## src/rtl/pong_pkg.sv

```systemverilog
// Shared Pong definitions: serve FSM states, screen geometry and ball centre position.
`timescale 1ns/1ps
package pong_pkg;

    typedef enum logic [1:0] {
        IDLE   = 2'd0,
        HOLD   = 2'd1,
        LAUNCH = 2'd2,
        LIVE   = 2'd3
    } serve_state_t;

    localparam int H_RES     = 640;
    localparam int V_RES     = 480;
    localparam int BALL_SIZE = 8;

    localparam int MAX_X    = H_RES - BALL_SIZE;
    localparam int MAX_Y    = V_RES - BALL_SIZE;
    localparam int CENTRE_X = (H_RES - BALL_SIZE) / 2;
    localparam int CENTRE_Y = (V_RES - BALL_SIZE) / 2;

    // The generator nominally yields 1..3; a zero would freeze the vertical axis.
    function automatic logic [1:0] map_speed(input logic [1:0] r);
        return (r == 2'd0) ? 2'd1 : r;
    endfunction

endpackage

```

## src/rtl/ball_axis_step.sv

```systemverilog
// One-axis position step: move pos by speed in direction dir, clamp to [0, MAX_POS],
// and reverse direction at the limit only when BOUNCE is set.
`timescale 1ns/1ps
module ball_axis_step #(
    parameter int MAX_POS = 632,
    parameter bit BOUNCE  = 1'b1
) (
    input  logic [11:0] pos,
    input  logic        dir,
    input  logic [3:0]  speed,
    output logic [11:0] next_pos,
    output logic        next_dir
);

    logic [12:0] sum;

    // One extra bit so an overshoot past MAX_POS is seen before any wrap.
    assign sum = {1'b0, pos} + {9'd0, speed};

    always_comb begin
        next_pos = pos;
        next_dir = dir;
        if (dir) begin
            if (sum > 13'(MAX_POS)) begin
                next_pos = 12'(MAX_POS);
                next_dir = BOUNCE ? 1'b0 : dir;
            end else begin
                next_pos = sum[11:0];
            end
        end else begin
            if (pos < {8'd0, speed}) begin
                next_pos = '0;
                next_dir = BOUNCE ? 1'b1 : dir;
            end else begin
                next_pos = pos - {8'd0, speed};
            end
        end
    end

endmodule

```

## src/rtl/ball_serve_ctrl.sv

```systemverilog
// Serve/flight controller: holds the ball at centre for SERVE_DELAY frames after a score,
// launches with a random vertical speed, then steps once per frame. Optional speed-up: BALL_SPEEDUP_EN.
`timescale 1ns/1ps
module ball_serve_ctrl
    import pong_pkg::*;
#(
    parameter int SERVE_DELAY = 60,
    parameter int X_SPEED     = 2
`ifdef BALL_SPEEDUP_EN
    ,
    parameter int X_SPEED_MAX = 6
`endif
) (
    input  logic        clk,
    input  logic        rst,
    input  logic        frame_tick,
    input  logic        game_en,
    input  logic        p1_score,
    input  logic        p2_score,
    input  logic        paddle_hit,
    input  logic [1:0]  rand_in,
    output logic        rand_adv,
    output logic [11:0] ball_x,
    output logic [11:0] ball_y,
    output logic        dir_x,
    output logic        dir_y,
    output logic [1:0]  speed_y,
    output logic        ball_live,
    output logic [1:0]  state_o
);

    localparam int                CNT_W    = $clog2(SERVE_DELAY + 1);
    localparam logic [CNT_W-1:0] CNT_LAST = CNT_W'(SERVE_DELAY - 1);

    serve_state_t     state, state_d;
    logic [CNT_W-1:0] cnt, cnt_d;
    logic [11:0]      ball_x_d, ball_y_d, x_step_pos, y_step_pos;
    logic             dir_x_d, dir_y_d, x_step_dir, y_step_dir, dir_x_eff, score;
    logic [1:0]       speed_y_d;
    logic [3:0]       x_speed;

`ifdef BALL_SPEEDUP_EN
    logic [3:0] x_speed_q, x_speed_d;
    logic [1:0] hit_cnt, hit_cnt_d;
    assign x_speed = x_speed_q;
`else
    assign x_speed = 4'(X_SPEED);
`endif

    assign score     = p1_score | p2_score;
    // A paddle hit coincident with frame_tick reverses before the move.
    assign dir_x_eff = dir_x ^ paddle_hit;

    ball_axis_step #(.MAX_POS(MAX_X), .BOUNCE(1'b0)) u_x_step (
        .pos(ball_x), .dir(dir_x_eff), .speed(x_speed),
        .next_pos(x_step_pos), .next_dir(x_step_dir)
    );

    ball_axis_step #(.MAX_POS(MAX_Y), .BOUNCE(1'b1)) u_y_step (
        .pos(ball_y), .dir(dir_y), .speed({2'd0, speed_y}),
        .next_pos(y_step_pos), .next_dir(y_step_dir)
    );

    // NOTE: sequential state uses non-blocking assignments so every register samples pre-edge values.
    always_ff @(posedge clk or posedge rst) begin
        if (rst) state <= IDLE;
        else     state <= state_d;
    end

    always_comb begin
        // NOTE: every target gets a hold-value default first, so no path can infer a latch.
        state_d   = state;
        cnt_d     = cnt;
        ball_x_d  = ball_x;
        ball_y_d  = ball_y;
        dir_x_d   = dir_x;
        dir_y_d   = dir_y;
        speed_y_d = speed_y;
`ifdef BALL_SPEEDUP_EN
        x_speed_d = x_speed_q;
        hit_cnt_d = hit_cnt;
`endif
        if (!game_en) begin
            state_d  = IDLE;
            ball_x_d = 12'(CENTRE_X);
            ball_y_d = 12'(CENTRE_Y);
        end else begin
            case (state)
                IDLE: begin
                    state_d  = HOLD;
                    cnt_d    = '0;
                    ball_x_d = 12'(CENTRE_X);
                    ball_y_d = 12'(CENTRE_Y);
`ifdef BALL_SPEEDUP_EN
                    x_speed_d = 4'(X_SPEED);
                    hit_cnt_d = '0;
`endif
                end
                HOLD: begin
                    ball_x_d = 12'(CENTRE_X);
                    ball_y_d = 12'(CENTRE_Y);
                    if (score) begin
                        cnt_d   = '0;
                        dir_x_d = ~p1_score;
                    end else if (frame_tick) begin
                        if (cnt == CNT_LAST) state_d = LAUNCH;
                        else                 cnt_d   = cnt + 1'b1;
                    end
                end
                LAUNCH: begin
                    speed_y_d = map_speed(rand_in);
                    dir_y_d   = rand_in[0];
                    state_d   = LIVE;
                end
                LIVE: begin
                    if (score) begin
                        state_d  = HOLD;
                        cnt_d    = '0;
                        ball_x_d = 12'(CENTRE_X);
                        ball_y_d = 12'(CENTRE_Y);
                        dir_x_d  = ~p1_score;
`ifdef BALL_SPEEDUP_EN
                        x_speed_d = 4'(X_SPEED);
                        hit_cnt_d = '0;
`endif
                    end else begin
                        dir_x_d = dir_x_eff;
`ifdef BALL_SPEEDUP_EN
                        if (paddle_hit) begin
                            hit_cnt_d = hit_cnt + 1'b1;
                            if (hit_cnt == 2'd3 && x_speed_q < 4'(X_SPEED_MAX))
                                x_speed_d = x_speed_q + 1'b1;
                        end
`endif
                        if (frame_tick) begin
                            ball_x_d = x_step_pos;
                            dir_x_d  = x_step_dir;
                            ball_y_d = y_step_pos;
                            dir_y_d  = y_step_dir;
                        end
                    end
                end
                default: state_d = IDLE;
            endcase
        end
    end

    always_ff @(posedge clk or posedge rst) begin
        if (rst) begin
            cnt     <= '0;
            ball_x  <= 12'(CENTRE_X);
            ball_y  <= 12'(CENTRE_Y);
            dir_x   <= 1'b1;
            dir_y   <= 1'b0;
            speed_y <= 2'd1;
`ifdef BALL_SPEEDUP_EN
            x_speed_q <= 4'(X_SPEED);
            hit_cnt   <= '0;
`endif
        end else begin
            cnt     <= cnt_d;
            ball_x  <= ball_x_d;
            ball_y  <= ball_y_d;
            dir_x   <= dir_x_d;
            dir_y   <= dir_y_d;
            speed_y <= speed_y_d;
`ifdef BALL_SPEEDUP_EN
            x_speed_q <= x_speed_d;
            hit_cnt   <= hit_cnt_d;
`endif
        end
    end

    // rand_in is sampled during the single LAUNCH cycle, so the advance strobe is that cycle.
    assign rand_adv  = (state == LAUNCH) && game_en;
    assign ball_live = (state == LIVE);
    assign state_o   = state;

endmodule

```

## config.mk

```make
export PLATFORM = sky130hd
export DESIGN_NAME = ball_serve_ctrl
export DESIGN_NICKNAME = d
export VERILOG_FILES = /design/src/rtl/pong_pkg.sv /design/src/rtl/ball_axis_step.sv /design/src/rtl/ball_serve_ctrl.sv
export SDC_FILE = /design/constraint.sdc
export NUM_CORES = 1
export LEC_CHECK = 0
export CAP_MARGIN = 20
export CORE_MARGIN = 2
export CORE_UTILIZATION = 40
export CTS_BUF_LIST = sky130_fd_sc_hd__clkbuf_8
export DETAILED_ROUTE_END_ITERATION = 10
export GPL_TIMING_DRIVEN = 0
export PLACE_DENSITY = 0.68
export SYNTH_ARGS = -nofsm -noshare
export SYNTH_HDL_FRONTEND = slang
export SYNTH_SLANG_ARGS = --single-unit
export TNS_END_PERCENT = 1
```

## constraint.sdc

```tcl
create_clock -name clk -period 7.25 [get_ports clk]
set_input_delay 0.725 -clock clk [delete_from_list [all_inputs] [get_ports clk]]
set_output_delay 0.725 -clock clk [all_outputs]
set_load 0.01 [all_outputs]
```

==> reports/metrics.csv <==
metric,value,unit
ys_seq_area_share,29.8,%
syn-num-nets,390,
synth_top_area_share,19.2,%
viasPerCell,5.76,
first_pass_iters,4,
cts_buffer_depth,2,
tns,0,ps
clockRootBuffer,clkbuf_8,
worst_ep_arrival_time,2380,ps
detail_route.drc_violations,0,
io_pins,41,
end_kind,output pin,
yosysWarnings,0,
path_class,in -> out,
cts_tree,yes,
drt_iter0_markers,218,
drv_cap,0,
core,7250,um2
fin_area,3600,um2
power,658,uW
cts_made_buffers,5,
die-area,8180,um2
async_reset_ff_share,100,%
hold_viol_final,0,
start_util,41.2,%
fmax,322,MHz
relSlewSlack,46.2,%
drive_above_1_share,13.0,%
drt-total-wl,7970,um
dpl.hpwl,5880,um
worstPathRequired,6520,ps
startpoint_type,primary input,
rsz0062_at_grt,no,
grt_usage,19.5,%
netlist_area,2990,um2
place_congestion,0.868,
status,finished clean,
powerDensity,183,nW/um2
min_period_over_period,42.9,%
netlist_top_cells_count,"nand2_1 (44), o21ai_0 (31), nor2_1 (27)",
die_y,90.5,um
peakVddDrop,0.0000941,V
leakagePower,1.39,nW
skew,6.99,ps
postCtsSetupRepairBufs,0,
postRouteAntennaNets,0,
synth-main-ff-cell,dfrtp_1,
synth_enable_flop_cells,0,
overflow,0,
synth.area.top_cells,"dfrtp_1 (19%), dfstp_2 (11%), nand2_1 (5.5%), o21ai_0 (5.2%), ha_1 (4.6%)",
synth_cell_type_count,69,
post_cts_resize_count,0,
setup-violations-final,0,
holdBufCountCts,0,
htree_levels,2,
fp-row-count,31,
grt_pass1_wl,13100,um
post-place-ws,4080,ps
grt_max_degree,36,
area_delta_synth_final,20.5,%
synth_most_common_cell,nand2_1,
path_clk_slew,80,ps
synth-seq-cells,35,
worstMarginPinSlew,801,ps
synthCells,368,
nets,436,
wl_per_cell,15.5,um
period_needed,3110,ps
worst_slack,4140,ps
yosysTopAreaCell,dfrtp_1,
fp.dieW,90.5,um
cts.sinks,35,
antenna_found_initial,0,
cp_max_fo,10,
port_buffers,39,
num_antenna_cells,0,
vias,2962,
grt_pass1_vias,2733,
synth.avg_cell_area,8.13,um2
dpl_cell_area,3500,um2
hp-class,reg -> reg,
final_max_slew_viol_count,0,
insertion_delay,300,ps
-- routing by layer --
metal  wire, um  vias to the layer above  global-route usage, %  share of wire, %
li1           -                     1436                      -                 -
met1       3640                     1406                   26.0                46
met2       3750                      107                   31.2                47
met3        435                       13                   3.92               5.5
met4        141                        0                   7.31               1.8
met5          0                        -                      0                 0
-- area by class of cell --
cell class	count	area (um2)
multi-input cells	296	1930
clock inverters	1	3.75
flip-flops and latches	35	891
inverters	15	56.3
fillers	705	3650
clock buffers	7	96.3
repair buffers	39	390
plain buffers	22	110
well taps	99	124
-- cells in the final DEF (no fill, tap or decap), types with 4 or more instances in the layout --
master	instances
nand3_1	18
xnor2_1	9
ha_1	11
clkbuf_1	9
clkdlybuf4s50_1	39
o21ai_0	31
a21oi_1	19
clkbuf_8	7
dfrtp_1	23
or3_1	6
nand4_1	5
o31ai_1	6
nor2_1	27
o211ai_1	7
nand2_1	44
o22a_1	4
nor3_1	11
and3_1	6
buf_2	10
a31oi_1	5
nor2b_1	7
o21ai_1	5
inv_1	15
xor2_1	8
dfstp_2	12
-- state kept, by name (all words and copies together) (netlist names) --
signal / cells
speed_y: 2
dir_x: 1
cnt: 6
ball_x: 11
dir_y: 1
ball_y: 12
state_o: 2
-- power by group --
group          leakage, nW  switching, mW  internal, mW
Combinational        0.894          0.151         0.106
Sequential           0.441         0.0246         0.215
Clock               0.0557         0.0761        0.0855
-- cell families (layout without fill, tap and decap cells) --
| family | after synthesis | after routing | synth area share, % |
|---|---|---|---|
| adders and majority gates | 13 | 13 | 5.94 |
| AOI/OAI and AO/OA | 111 | 111 | 25.8 |
| DFF | 35 | 35 | 29.8 |
| and+or+nand+nor | 150 | 150 | 26.4 |
| xor gates and xnor gates | 17 | 17 | 4.98 |
| muxes | 4 | 4 | 1.38 |
| buffers and inverters | 37 | 84 | 5.56 |
| other | 1 | 1 | 0.125 |
-- critical path, cell delays in order --
cell and delay, ps:
clkdlybuf4s50_1 510, clkbuf_1 300, nand2_1 180, inv_1 130
clkdlybuf4s50_1 540
-- worst paths after layout --
kind | cells past startpoint | to | startpoint | slack, ps
hold reg to reg | 2 | speed_y[0] | speed_y[0] | 530
setup / recovery | 5 | rand_adv | game_en | 4140
max in group asynchronous | 2 | ball_x[6] | rst | 5870
hold / removal | 2 | speed_y[0] | speed_y[0] | 530
setup reg to reg | 10 | ball_y[4] | speed_y[0] | 4430
min in group asynchronous | 2 | ball_x[1] | rst | 890
-- stage by stage --
stage / cells / util [%] / hold slack, ps
after global placement: 506 / 48.3 / 498
after CTS: 514 / 49.7 / 536
after floorplan: 368 / - / 499
after detailed placement: 506 / 48.3 / 524
final: 514 / 49.7 / 525
after global routing: 514 / 49.7 / 546
Note: power is estimated with default switching activity, not from simulation.
